### src/rtl/sha256_job_scheduler.sv
// Job FIFO and launch/completion sequencer in front of a single simplified_sha256 engine.
// Define SHA256_SCHED_WATCHDOG_EN to build the per-job timeout watchdog.
module sha256_job_scheduler #(
  parameter int unsigned JOB_DEPTH      = 4,
  parameter int unsigned TIMEOUT_CYCLES = 4096
) (
  input  logic                         clk,
  input  logic                         reset_n,
  input  logic                         job_valid,
  output logic                         job_ready,
  input  logic [15:0]                  job_msg_addr,
  input  logic [15:0]                  job_out_addr,
  input  logic [3:0]                   job_tag,
  output logic                         eng_start,
  output logic [15:0]                  eng_message_addr,
  output logic [15:0]                  eng_output_addr,
  input  logic                         eng_done,
  output logic                         cpl_valid,
  input  logic                         cpl_ready,
  output logic [3:0]                   cpl_tag,
  output logic                         cpl_error,
  output logic                         busy,
  output logic [$clog2(JOB_DEPTH):0]   pending
);

  localparam int unsigned PtrW = $clog2(JOB_DEPTH);
  localparam int unsigned CntW = PtrW + 1;

  typedef enum logic [2:0] {
    StIdle,
    StLaunch,
    StWaitLow,
    StWaitHigh,
    StReport
  } state_e;

  typedef struct packed {
    logic [15:0] msg;
    logic [15:0] out;
    logic [3:0]  tag;
  } job_t;

  job_t            mem_q [JOB_DEPTH];
  job_t            mem_d [JOB_DEPTH];
  job_t            head;
  logic [PtrW-1:0] wr_ptr_q, wr_ptr_d;
  logic [PtrW-1:0] rd_ptr_q, rd_ptr_d;
  logic [CntW-1:0] count_q, count_d;
  logic            full;
  logic            push;
  logic            pop;

  state_e          state_q, state_d;
  logic [15:0]     msg_q, msg_d;
  logic [15:0]     out_q, out_d;
  logic [3:0]      tag_q, tag_d;
  logic [3:0]      cpl_tag_q, cpl_tag_d;
  logic            eng_start_q, eng_start_d;
  logic            cpl_valid_q, cpl_valid_d;
  logic            busy_q, busy_d;
  logic            load_cpl;
  logic            load_err;
  logic            wd_expired;

  // No pass-through: a full FIFO refuses a push even when it pops this cycle.
  assign full = (count_q == CntW'(JOB_DEPTH));
  assign push = job_valid && !full;
  assign head = mem_q[rd_ptr_q];

  always_comb begin
    mem_d    = mem_q;
    wr_ptr_d = wr_ptr_q;
    rd_ptr_d = rd_ptr_q;
    if (push) begin
      mem_d[wr_ptr_q] = '{msg: job_msg_addr, out: job_out_addr, tag: job_tag};
      wr_ptr_d        = wr_ptr_q + PtrW'(1);
    end
    if (pop) begin
      rd_ptr_d = rd_ptr_q + PtrW'(1);
    end
    count_d = count_q + CntW'(push) - CntW'(pop);
  end

  always_comb begin
    state_d   = state_q;
    msg_d     = msg_q;
    out_d     = out_q;
    tag_d     = tag_q;
    cpl_tag_d = cpl_tag_q;
    pop       = 1'b0;
    load_cpl  = 1'b0;
    load_err  = 1'b0;
    unique case (state_q)
      StIdle: begin
        if (count_q != '0 && eng_done) begin
          pop     = 1'b1;
          msg_d   = head.msg;
          out_d   = head.out;
          tag_d   = head.tag;
          state_d = StLaunch;
        end
      end
      StLaunch: state_d = StWaitLow;
      StWaitLow: begin
        if (!eng_done) begin
          state_d = StWaitHigh;
        end else if (wd_expired) begin
          state_d  = StReport;
          load_cpl = 1'b1;
          load_err = 1'b1;
        end
      end
      StWaitHigh: begin
        // A done rising on the timeout cycle still counts as a clean finish.
        if (eng_done) begin
          state_d  = StReport;
          load_cpl = 1'b1;
        end else if (wd_expired) begin
          state_d  = StReport;
          load_cpl = 1'b1;
          load_err = 1'b1;
        end
      end
      StReport: begin
        if (cpl_ready) begin
          state_d = StIdle;
        end
      end
      default: state_d = StIdle;
    endcase
    if (load_cpl) begin
      cpl_tag_d = tag_q;
    end
    eng_start_d = (state_d == StLaunch);
    cpl_valid_d = (state_d == StReport);
    busy_d      = (state_q != StIdle) || (count_q != '0);
  end

  always_ff @(posedge clk) begin
    mem_q <= mem_d;
  end

  always_ff @(posedge clk) begin
    if (!reset_n) begin
      state_q     <= StIdle;
      wr_ptr_q    <= '0;
      rd_ptr_q    <= '0;
      count_q     <= '0;
      msg_q       <= '0;
      out_q       <= '0;
      tag_q       <= '0;
      cpl_tag_q   <= '0;
      eng_start_q <= 1'b0;
      cpl_valid_q <= 1'b0;
      busy_q      <= 1'b0;
    end else begin
      state_q     <= state_d;
      wr_ptr_q    <= wr_ptr_d;
      rd_ptr_q    <= rd_ptr_d;
      count_q     <= count_d;
      msg_q       <= msg_d;
      out_q       <= out_d;
      tag_q       <= tag_d;
      cpl_tag_q   <= cpl_tag_d;
      eng_start_q <= eng_start_d;
      cpl_valid_q <= cpl_valid_d;
      busy_q      <= busy_d;
    end
  end

`ifdef SHA256_SCHED_WATCHDOG_EN
  localparam int unsigned WdW = $clog2(TIMEOUT_CYCLES) + 1;

  logic [WdW-1:0] wd_q, wd_d;
  logic           cpl_error_q, cpl_error_d;

  // Saturating, and compared with >= so a late WAIT_HIGH entry still times out.
  assign wd_expired = (wd_q >= WdW'(TIMEOUT_CYCLES - 1));

  always_comb begin
    wd_d = wd_q;
    if (state_q == StLaunch) begin
      wd_d = '0;
    end else if ((state_q == StWaitLow || state_q == StWaitHigh) && wd_q != '1) begin
      wd_d = wd_q + WdW'(1);
    end
    cpl_error_d = load_cpl ? load_err : cpl_error_q;
  end

  always_ff @(posedge clk) begin
    if (!reset_n) begin
      wd_q        <= '0;
      cpl_error_q <= 1'b0;
    end else begin
      wd_q        <= wd_d;
      cpl_error_q <= cpl_error_d;
    end
  end

  assign cpl_error = cpl_error_q;
`else
  logic unused_wd;

  assign wd_expired = 1'b0;
  assign cpl_error  = 1'b0;
  assign unused_wd  = load_err ^ (TIMEOUT_CYCLES != 0);
`endif

  assign job_ready        = !full;
  assign eng_start        = eng_start_q;
  assign eng_message_addr = msg_q;
  assign eng_output_addr  = out_q;
  assign cpl_valid        = cpl_valid_q;
  assign cpl_tag          = cpl_tag_q;
  assign busy             = busy_q;
  assign pending          = count_q;

endmodule

### config.mk
export PLATFORM = sky130hd
export DESIGN_NAME = sha256_job_scheduler
export DESIGN_NICKNAME = d
export VERILOG_FILES = /design/src/rtl/sha256_job_scheduler.sv
export SDC_FILE = /design/constraint.sdc
export NUM_CORES = 1
export LEC_CHECK = 0
export CAP_MARGIN = 5
export CORE_UTILIZATION = 45
export CTS_BUF_LIST = sky130_fd_sc_hd__clkbuf_2
export DETAILED_ROUTE_END_ITERATION = 16
export PLACE_DENSITY = 0.66
export SLEW_MARGIN = 20
export SYNTH_ARGS = -nofsm -noshare
export SYNTH_HDL_FRONTEND = slang
export SYNTH_SLANG_ARGS = --single-unit
### constraint.sdc
create_clock -name clk -period 3.24 [get_ports clk]
set_input_delay 0.324 -clock clk [delete_from_list [all_inputs] [get_ports clk]]
set_output_delay 0.324 -clock clk [all_outputs]
set_load 0.01 [all_outputs]
* Word-level counts from Yosys, hierarchy flattened
Cells that the tools add are included.
** Operators by class
- Bitwise logic cells :: 2
- Div/mod/pow operators :: 0
- $mul :: 0
- Magnitude comparators :: 3
- Add/sub/neg operators :: 4
- Reduce and logical (&&, ||, !) cells :: 9
- Equality and inequality tests :: 7
- Muxes and demuxes :: 15
- Shift-type cells :: 0
** Operators with widths (count)
- 144-bit bitwise mux :: 1
- 36-bit 2-to-1 mux :: 3
- 36-bit binary-select mux with 2-bit select :: 1
- 36-bit demux with 2-bit select :: 1
- 3-bit one-hot mux with 5 select lines :: 1
- 3-bit 2-to-1 mux :: 4
- 3-bit equality test (second input constant) :: 3
- 3-bit by 1-bit equality test with 1-bit output (second input constant) :: 2
- 3-bit by 2-bit equality test with 1-bit output (second input constant) :: 2
- 3-bit greater-or-equal comparator (second input constant) :: 2
- 2-bit NOT with 3-bit output :: 2
- 3-bit nonzero test :: 2
- 2-bit by 1-bit adder with 2-bit output (second input constant) :: 2
- 1-bit 2-to-1 mux :: 4
- 3-bit by 1-bit adder with 3-bit output :: 1
- 1-bit logical AND :: 3
- 3-bit logical NOT :: 1
- 3-bit by 1-bit less-than comparator with 1-bit output (second input constant) :: 1
- 3-bit by 1-bit subtractor with 3-bit output :: 1
- 2-bit AND reduction :: 1
- 1-bit logical NOT :: 1
- 1-bit logical OR :: 1
** Storage, ports and cells
- Latch bits :: 0
- Memories :: 0
- Logic and storage cells :: 63
- Output and inout port bits :: 44
- Bits in writable memories :: 0
- Input bits :: 41
- Flip-flop bits (word level) :: 197
- Memory bits (read-only) :: 0

* Depth between registers and ports, before layout
Gate-level depths: netlist of the first run.
- Depth after elaboration :: 6
- Gate-level depth with buffers :: 12
- Depth with buffers taken out :: 10

* Worst setup path after synthesis of the first run
Ideal clock, no wire load.
- Path type :: reg-to-reg
- From :: register count_q[1], in the netlist pending[1]
- To :: register count_q[2], in the netlist pending[2]
- Data arrival time :: 2.505 ns
- Cell stages (with the launch flop) :: 12
- Setup slack :: 0.657 ns
- Library setup time :: 0.078 ns
- Path buffers :: 1
- Data required time :: 3.162 ns
- Clock period less this slack :: 2.583 ns
- Cells stage by stage :: dfxtp_1 nor3_1 nor2_1 buf_2 ha_1 inv_1 ha_1 inv_1 fa_1 xor2_1 and2_1 nor3_1
** On the way
- Word-level cells in the longest chain between the ends :: 5
- Elaborated cells on any way between the ends :: 9
- Classes of those cells :: 2 x add/sub; 1 x eq/ne; 2 x mux; 4 x reduce/logical
** RTL lines
- start, declared :: RTL line 48 : logic [CntW-1:0] count_q, count_d;
- start signal, assigned :: RTL line 160 : count_q <= count_d;
- 3-bit nonzero test :: RTL line 95 : if (count_q != '0 && eng_done) begin
- 1-bit logical AND :: RTL line 95
- 1-bit 2-to-1 mux :: RTL line 95
- 1-bit 2-to-1 mux :: RTL line 93 : unique case (state_q)
- named net pop :: RTL line 51 : logic pop;
- 3-bit by 1-bit subtractor with 3-bit output :: RTL line 81 : count_d = count_q + CntW'(push) - CntW'(pop);
The timed path passes the listed nets, and every way through them passes these cells.
A chain may end at the register's enable or synchronous reset.

* Worst setup path after layout of the first run
- From :: register count_q[2], in the netlist pending[2]
- To :: output port job_ready
** On the way
- Word-level cells in the longest chain between the ends :: 2
** RTL lines
- 3-bit equality test :: RTL line 66 : assign full = (count_q == CntW'(JOB_DEPTH));
- 1-bit logical NOT :: RTL line 209 : assign job_ready = !full;
- end, declared :: RTL line 10 : output logic job_ready,
Every way passes these cells.

==> flow_summary_export.csv, run 1 <==
group,metric,value,unit
placement,dp.cells,672,
sta,finalHoldViolCount,0,
sta,worstMarginPinSlew,1.05,ns
sta,slew_violations,0,
sta,fin_crit_sh,80.3,%
finish,num-nets-final,529,
finish,area_growth_syn_to_layout,18.5,%
critical_path,crit_fanout,10,
clocking,cts.path.max_buffers,2,
placement,place_congestion,0.687,
synthesis,syn_area_per_cell,18.4,um^2
die,row_count,45,
critical_path,path_depth,2,
clocking,cts_resized,0,
critical_path,critical_path.startpoint,"pending[2]",
sta,setup-violations-final,0,
sta,rsz0062_at_grt,"no",
global_route,grt_usage,17.7,%
routing,drt.antenna.violating_nets,0,
min_path,hp-class,"primary input to register",
die,io_pins,85,
synthesis,synth_top_area_share,60.1,%
global_route,antenna_found_initial,1,
finish,drive_above_1_share,18.2,%
critical_path,r2r_cells,10,
pwr,p_leak,2.75,nW
critical_path,cp_data_arrival_time,2.28,ns
placement,dp_hpwl,7690,um
run_status,status,"finished clean",
flow_run,drv_cap,0,
sta,fin_setup_tns,0,ns
clocking,cts_root_buf,"clkbuf_2",
critical_path,reg2reg_slack,0.69,ns
critical_path,critical_path_class,"register to output port",
synthesis,syn_area,0.00719,mm^2
synthesis,synth.net_count,438,
sta,slew_headroom,29.9,%
routing,drt_iter0_drc,217,
routing,wire_per_inst,18.5,um
die,die-area,0.0165,mm^2
sta,period_needed,2.60,ns
die,start_util,46.6,%
critical_path,r2r-start,"state_q[2]",
routing,post_drt_via_cell_ratio,5.28,
synthesis,ys_warn_count,0,
pwr,powerDensity,687,mW/mm^2
clocking,insertion_delay,0.74,ns
critical_path,cp_slowest_stage_delay,0.58,ns
critical_path,cp-endpoint,"job_ready",
routing,first_pass_iters,4,
die,chipHeight,128,um
die,coreArea,0.0154,mm^2
synthesis,ys_ff_latch,197,
finish,layout.cells.non_filler,706,
routing,met1_length,5830,um
sta,fin_skew,0.0369,ns
clocking,numCtsBuffers,17,
synthesis,synth.largest_area_cell,"edfxtp_1",
routing,top_layer,"met4",
critical_path,rr_endpoint,"pending[2]",
critical_path,cp_top_family,"simple AND/OR/NAND/NOR gates",
clocking,htree_levels,4,
finish,multi_input_area,0.00167,mm^2
routing,drc_errors,0,
synthesis,netlist_instances,390,
global_route,grt_pass1_wl,20900,um
routing,wl_met3,546,um
placement,io_buffers,83,
global_route,grt_max_degree,40,
critical_path,worst_ep_required_time,2.92,ns
routing,wl_met2,6630,um
critical_path,cp_num_buf_inv,1,
placement,placed_area,0.00827,mm^2
critical_path,crit_chain,"or3b_2 -> clkdlybuf4s50_1",
routing,dr_total_vias,3726,
clocking,path_clk_slew,0.30,ns
sta,fmax,0.384,GHz
finish,final-seq-area,0.00539,mm^2
finish,fin_area,0.00853,mm^2
pwr,ir_worst_vdd,0.417,mV
synthesis,yosys-top-cells-area,"edfxtp_1, dfxtp_1, mux4_2, o2bb2ai_1, nand2_1",
finish,fillers,1252,
critical_path,start_kind,"register",
synthesis,seq_area_frac_synth,74.9,%
die,die_x,128,um
clocking,cts_sinks,197,
min_path,min_path_cells,1,
global_route,grt_pass1_vias,3883,
synthesis,synth_cell_types,35,
global_route,grt_overflow_total,0,
critical_path,end_kind,"output port",
clocking,cts_tree,"yes",
critical_path,slowest_stage,"or3b_2",
routing,wl,13100,um
-- state kept, by name, indices dropped and copies added (netlist names) --
name              count
eng_message_addr     16
tag_q                 4
eng_output_addr      16
cpl_tag               4
busy                  1
cpl_valid             1
rd_ptr_q              2
eng_start             1
wr_ptr_q              2
mem_q               144
state_q               3
pending               3
-- worst min-delay path by stage --
stage                             start                   to  slack [ns]
floorplan                    job_tag[0]             mem_q[0]        0.42
global placement     eng_output_addr[2]   eng_output_addr[2]        0.45
detailed placement  eng_output_addr[13]  eng_output_addr[13]        0.46
CTS                     job_out_addr[6]            mem_q[46]        0.05
global route            job_out_addr[6]            mem_q[46]        0.03
finish                  job_out_addr[6]            mem_q[46]        0.17
-- power by group --
group | switching [mW] | total, mW | internal, mW
logic | 0.614 | 1.35 | 0.739
clock network | 0.871 | 1.19 | 0.316
registers | 0.259 | 3.32 | 3.06
total | 1.74 | 5.86 | 4.12
-- cells in the mapped netlist --
master and number:
a21o_1 2, mux2i_1 4, xor2_1 1, o21a_1 1
or4_1 2, o31ai_1 1, nand4b_1 1, or3b_2 1
nor2_1 7, dfxtp_1 53, ha_1 6, nor3_4 1
o21ai_0 1, fa_1 1, nand2_1 37, a31oi_1 1
and3_1 4, buf_1 1, and2_1 2, a21oi_1 7
buf_6 3, buf_4 1, inv_1 7, nor3_1 3
o2bb2ai_1 36, clkbuf_1 12, mux4_2 36, nand3_1 2
conb_1 1, or3_1 1, nor3b_1 1, buf_2 7
edfxtp_1 144, o211ai_1 1, or4b_1 1
-- stage by stage --
stage / worst slack [ns] / power (mW) / hold WS, ns / util (%)
final: 0.638 / 5.86 / 0.166 / 55.3
after global routing: 0.425 / 6.19 / 0.0308 / 55.3
after CTS: 0.534 / 5.95 / 0.0535 / 55.3
after detailed placement: 0.257 / 4.77 / 0.456 / 53.6
after global placement: 0.342 / 4.73 / 0.450 / 53.6
after floorplan: 0.657 / 4.15 / 0.423 / -
-- routing by layer --
metal / up-vias / global-route usage (%)
met1: 1920 / 22.6
li1: 1721 / -
met5: - / 0
met4: 0 / 4.98
met2: 79 / 29.5
met3: 6 / 5.07
-- cell families (layout without fill, tap and decap cells) --
| group | Yosys count | after routing | synth area share (%) |
|---|---|---|---|
| DFF | 197 | 197 | 74.9 |
| and+or+nand+nor | 63 | 63 | 4.17 |
| AOI/OAI and AO/OA | 50 | 50 | 5.55 |
| muxes | 40 | 40 | 11.8 |
| buffers and inverters | 31 | 135 | 2.10 |
| adders and majority gates | 7 | 7 | 1.32 |
| other | 1 | 2 | 0.0521 |
| xor gates and xnor gates | 1 | 1 | 0.122 |
-- layout make-up --
| cell class | instances | share of cell area (%) |
|---|---|---|
| Antenna cell | 1 | 0.0293 |
| Clock buffer | 17 | 0.998 |
| Clock inverter | 15 | 1.91 |
| Inverter | 7 | 0.308 |
| Multi-Input combinational cell | 162 | 19.6 |
| Sequential cell | 197 | 63.2 |
| Tap cell | 211 | 3.10 |
| Timing Repair Buffer | 96 | 10.9 |
-- cells in the final DEF, fill, tap and decap left out, types with 6 or more instances in the layout --
| master | instances |
|---|---|
| dfxtp_1 | 51 |
| clkbuf_2 | 17 |
| o2bb2ai_1 | 36 |
| inv_1 | 7 |
| ha_1 | 6 |
| a21oi_1 | 7 |
| buf_4 | 12 |
| edfxtp_1 | 144 |
| nor2_1 | 6 |
| mux4_2 | 36 |
| nand2_1 | 37 |
| clkdlybuf4s50_1 | 82 |
-- what timing repair did --
action / CTS / global route
endpoints found under the hold margin: 2 / 0
hold buffers: 1 / 0
setup buffers: 0 / 0
Power figures use the tool's default switching activity.
==> run 2: changes to the inputs <==
==> constraint.sdc (replaced) <==
create_clock -name clk -period 2.5 [get_ports clk]
set_input_delay 0.25 -clock clk [delete_from_list [all_inputs] [get_ports clk]]
set_output_delay 0.25 -clock clk [all_outputs]
set_load 0.01 [all_outputs]
==> run 2 against run 1 <==
Compared with the run above:
- sequential power grew 29%
- sequential share of layout area shrank 0.54 points
- cell count grew 0.71%
- non-clock buffer count grew 5
- clock skew shrank 0.0017 ns
- via count shrank 0.16%
- combinational power grew 39%
- largest power group unchanged
==> flow_summary_export.csv, run 2 (same netlist as run 1, synthesis figures left out) <==
group,metric,value,unit
pwr,powerDensity,902,mW/mm^2
routing,drt.antenna.violating_nets,0,
sta,worstMarginPinSlew,1.01,ns
placement,dp_hpwl,7250,um
finish,multi_input_area,0.00168,mm^2
sta,slew_violations,0,
finish,layout_common_cells,"edfxtp_1, clkdlybuf4s50_1, dfxtp_1",
die,start_util,46.6,%
critical_path,worst_ep_required_time,3.15,ns
sta,finalHoldViolCount,0,
die,io_pins,85,
sta,setup-violations-final,0,
sta,period_needed,2.33,ns
finish,num-nets-final,534,
finish,fillers,1238,
critical_path,start_kind,"register",
clocking,cts_tree,"yes",
global_route,grt_usage,17.4,%
die,chipHeight,128,um
critical_path,end_kind,"register",
routing,drt_iter0_drc,208,
routing,dr_total_vias,3720,
placement,place_congestion,0.673,
global_route,grt_overflow_total,0,
global_route,antenna_found_initial,1,
finish,largest_register_ffs,144,
finish,final-seq-area,0.00540,mm^2
critical_path,crit_fanout,4,
sta,slew_headroom,32.5,%
min_path,min_to,"mem_q[0]",
die,die_x,128,um
clocking,cts.path.max_buffers,2,
critical_path,r2r-start,"state_q[2]",
pwr,total_power,7.77,mW
clocking,cts_sinks,197,
routing,first_pass_iters,5,
sta,fin_hold_ws,0.143,ns
critical_path,rr_endpoint,"pending[2]",
routing,drc_errors,0,
placement,io_buffers,83,
global_route,grt_pass1_vias,3727,
clocking,insertion_delay,0.72,ns
die,die-area,0.0165,mm^2
flow_run,drv_cap,0,
sta,fmax,0.430,GHz
min_path,min_path_cells,1,
finish,regMostFlops,"mem_q",
routing,wire_per_inst,18.2,um
pwr,ir_worst_vdd,0.445,mV
run_status,status,"finished clean",
sta,fin_skew,0.0352,ns
finish,drive_above_1_share,19.6,%
finish,area_growth_syn_to_layout,19.7,%
min_path,hp-class,"primary input to register",
die,row_count,45,
clocking,path_clk_slew,0.25,ns
critical_path,critical_path_class,"register to register",
routing,post_drt_via_cell_ratio,5.23,
pwr,p_leak,2.80,nW
sta,fin_crit_sh,93.1,%
sta,rsz0062_at_grt,"no",
clocking,numCtsBuffers,17,
critical_path,cp_data_arrival_time,2.98,ns
min_path,worstHoldStart,"job_tag[0]",
global_route,grt_pass1_wl,20500,um
finish,layout_commonest_cell,"edfxtp_1",
critical_path,reg2reg_slack,0.17,ns
die,coreArea,0.0154,mm^2
clocking,cts_root_buf,"clkbuf_2",
routing,wl,13000,um
global_route,grt_max_degree,40,
clocking,htree_levels,4,
critical_path,r2r_cells,10,
[run 2: cell count changes in the layout (fill, tap and decap cells not counted), sizes merged, moves of 2 or more]
cell / delta
clkinvlp: -2
clkinv: +4
bufinv: +3
dlygate4sd3: +2
clkbuf: +3
inv: -8
buf: +3
[run 2: how the worst max path moves through the flow]
stage / startpoint / to / cells after the start
after floorplan: state_q[2] / pending[2] / 12
after global placement: eng_done / pending[2] / 11
after detailed placement: eng_done / pending[2] / 11
after CTS: state_q[2] / pending[2] / 10
after global routing: state_q[2] / pending[2] / 10
final: state_q[2] / pending[2] / 10
[run 2: layout make-up]
| cell class | count | area share, % |
|---|---|---|
| multi-input combinational | 162 | 19.5 |
| sequential | 197 | 62.7 |
| inverter | 7 | 0.305 |
| antenna | 1 | 0.0291 |
| clock buffer | 20 | 1.16 |
| timing repair buffer | 101 | 11.4 |
| clock inverter | 12 | 1.86 |
| tap | 211 | 3.07 |
[run 2: where the power goes]
group	switching [mW]	internal, mW	total [mW]	leakage [nW]
sequential	0.290	3.98	4.27	1.75
combinational	0.862	1.01	1.87	0.883
clock	0.978	0.653	1.63	0.162
total	2.13	5.64	7.77	2.80
[run 2: critical path, cell delays in order (launching register included)]
cell and delay [ns]:
dfxtp_2 0.39, or4b_4 0.55, nor2_4 0.11, ha_1 0.23
inv_1 0.06, ha_1 0.13, inv_1 0.05, fa_2 0.33
xor2_1 0.15, and2_1 0.16, nor3_1 0.11
[run 2: stage by stage]
| step | area (um^2) | utilization [%] | setup TNS, ns | setup WS [ns] | std cells |
|---|---|---|---|---|---|
| final | 8610 | 55.8 | 0 | 0.172 | 711 |
| after CTS | 8570 | 55.6 | 0 | 0.0618 | 707 |
| after floorplan | 7210 | - | 0 | 0.00412 | 390 |
| after global routing | 8610 | 55.8 | 0 | 0.0497 | 711 |
| after global placement | 8280 | 53.6 | -0.150 | -0.150 | 671 |
| after detailed placement | 8280 | 53.6 | -0.189 | -0.189 | 671 |
[run 2: per-layer routing]
| layer | vias up | GRT usage, % | share of wire [%] | routed length, um |
|---|---|---|---|---|
| li1 | 1731 | - | - | - |
| met1 | 1890 | 22.3 | 43 | 5530 |
| met2 | 90 | 28.6 | 52 | 6800 |
| met3 | 9 | 4.78 | 4.2 | 549 |
| met4 | 0 | 6.09 | 0.75 | 97 |
| met5 | - | 0 | 0 | 0 |
[run 2: what timing repair did]
item	CTS	global route
gates resized for setup	5	3
setup endpoints to repair	1	1
hold buffers	1	2
endpoints found under the hold margin	12	6
setup buffers	3	1
==> run 3: changes to the inputs <==
--- a/config.mk
+++ b/config.mk
@@ -8,6 +8,7 @@
 export CAP_MARGIN = 5
 export CORE_UTILIZATION = 45
 export CTS_BUF_LIST = sky130_fd_sc_hd__clkbuf_2
+export CTS_CLUSTER_SIZE = 40
 export DETAILED_ROUTE_END_ITERATION = 16
 export PLACE_DENSITY = 0.66
 export SLEW_MARGIN = 20
==> results of run 3 <==
No change in the layout: final DEF, timing and power equal those of run 2.
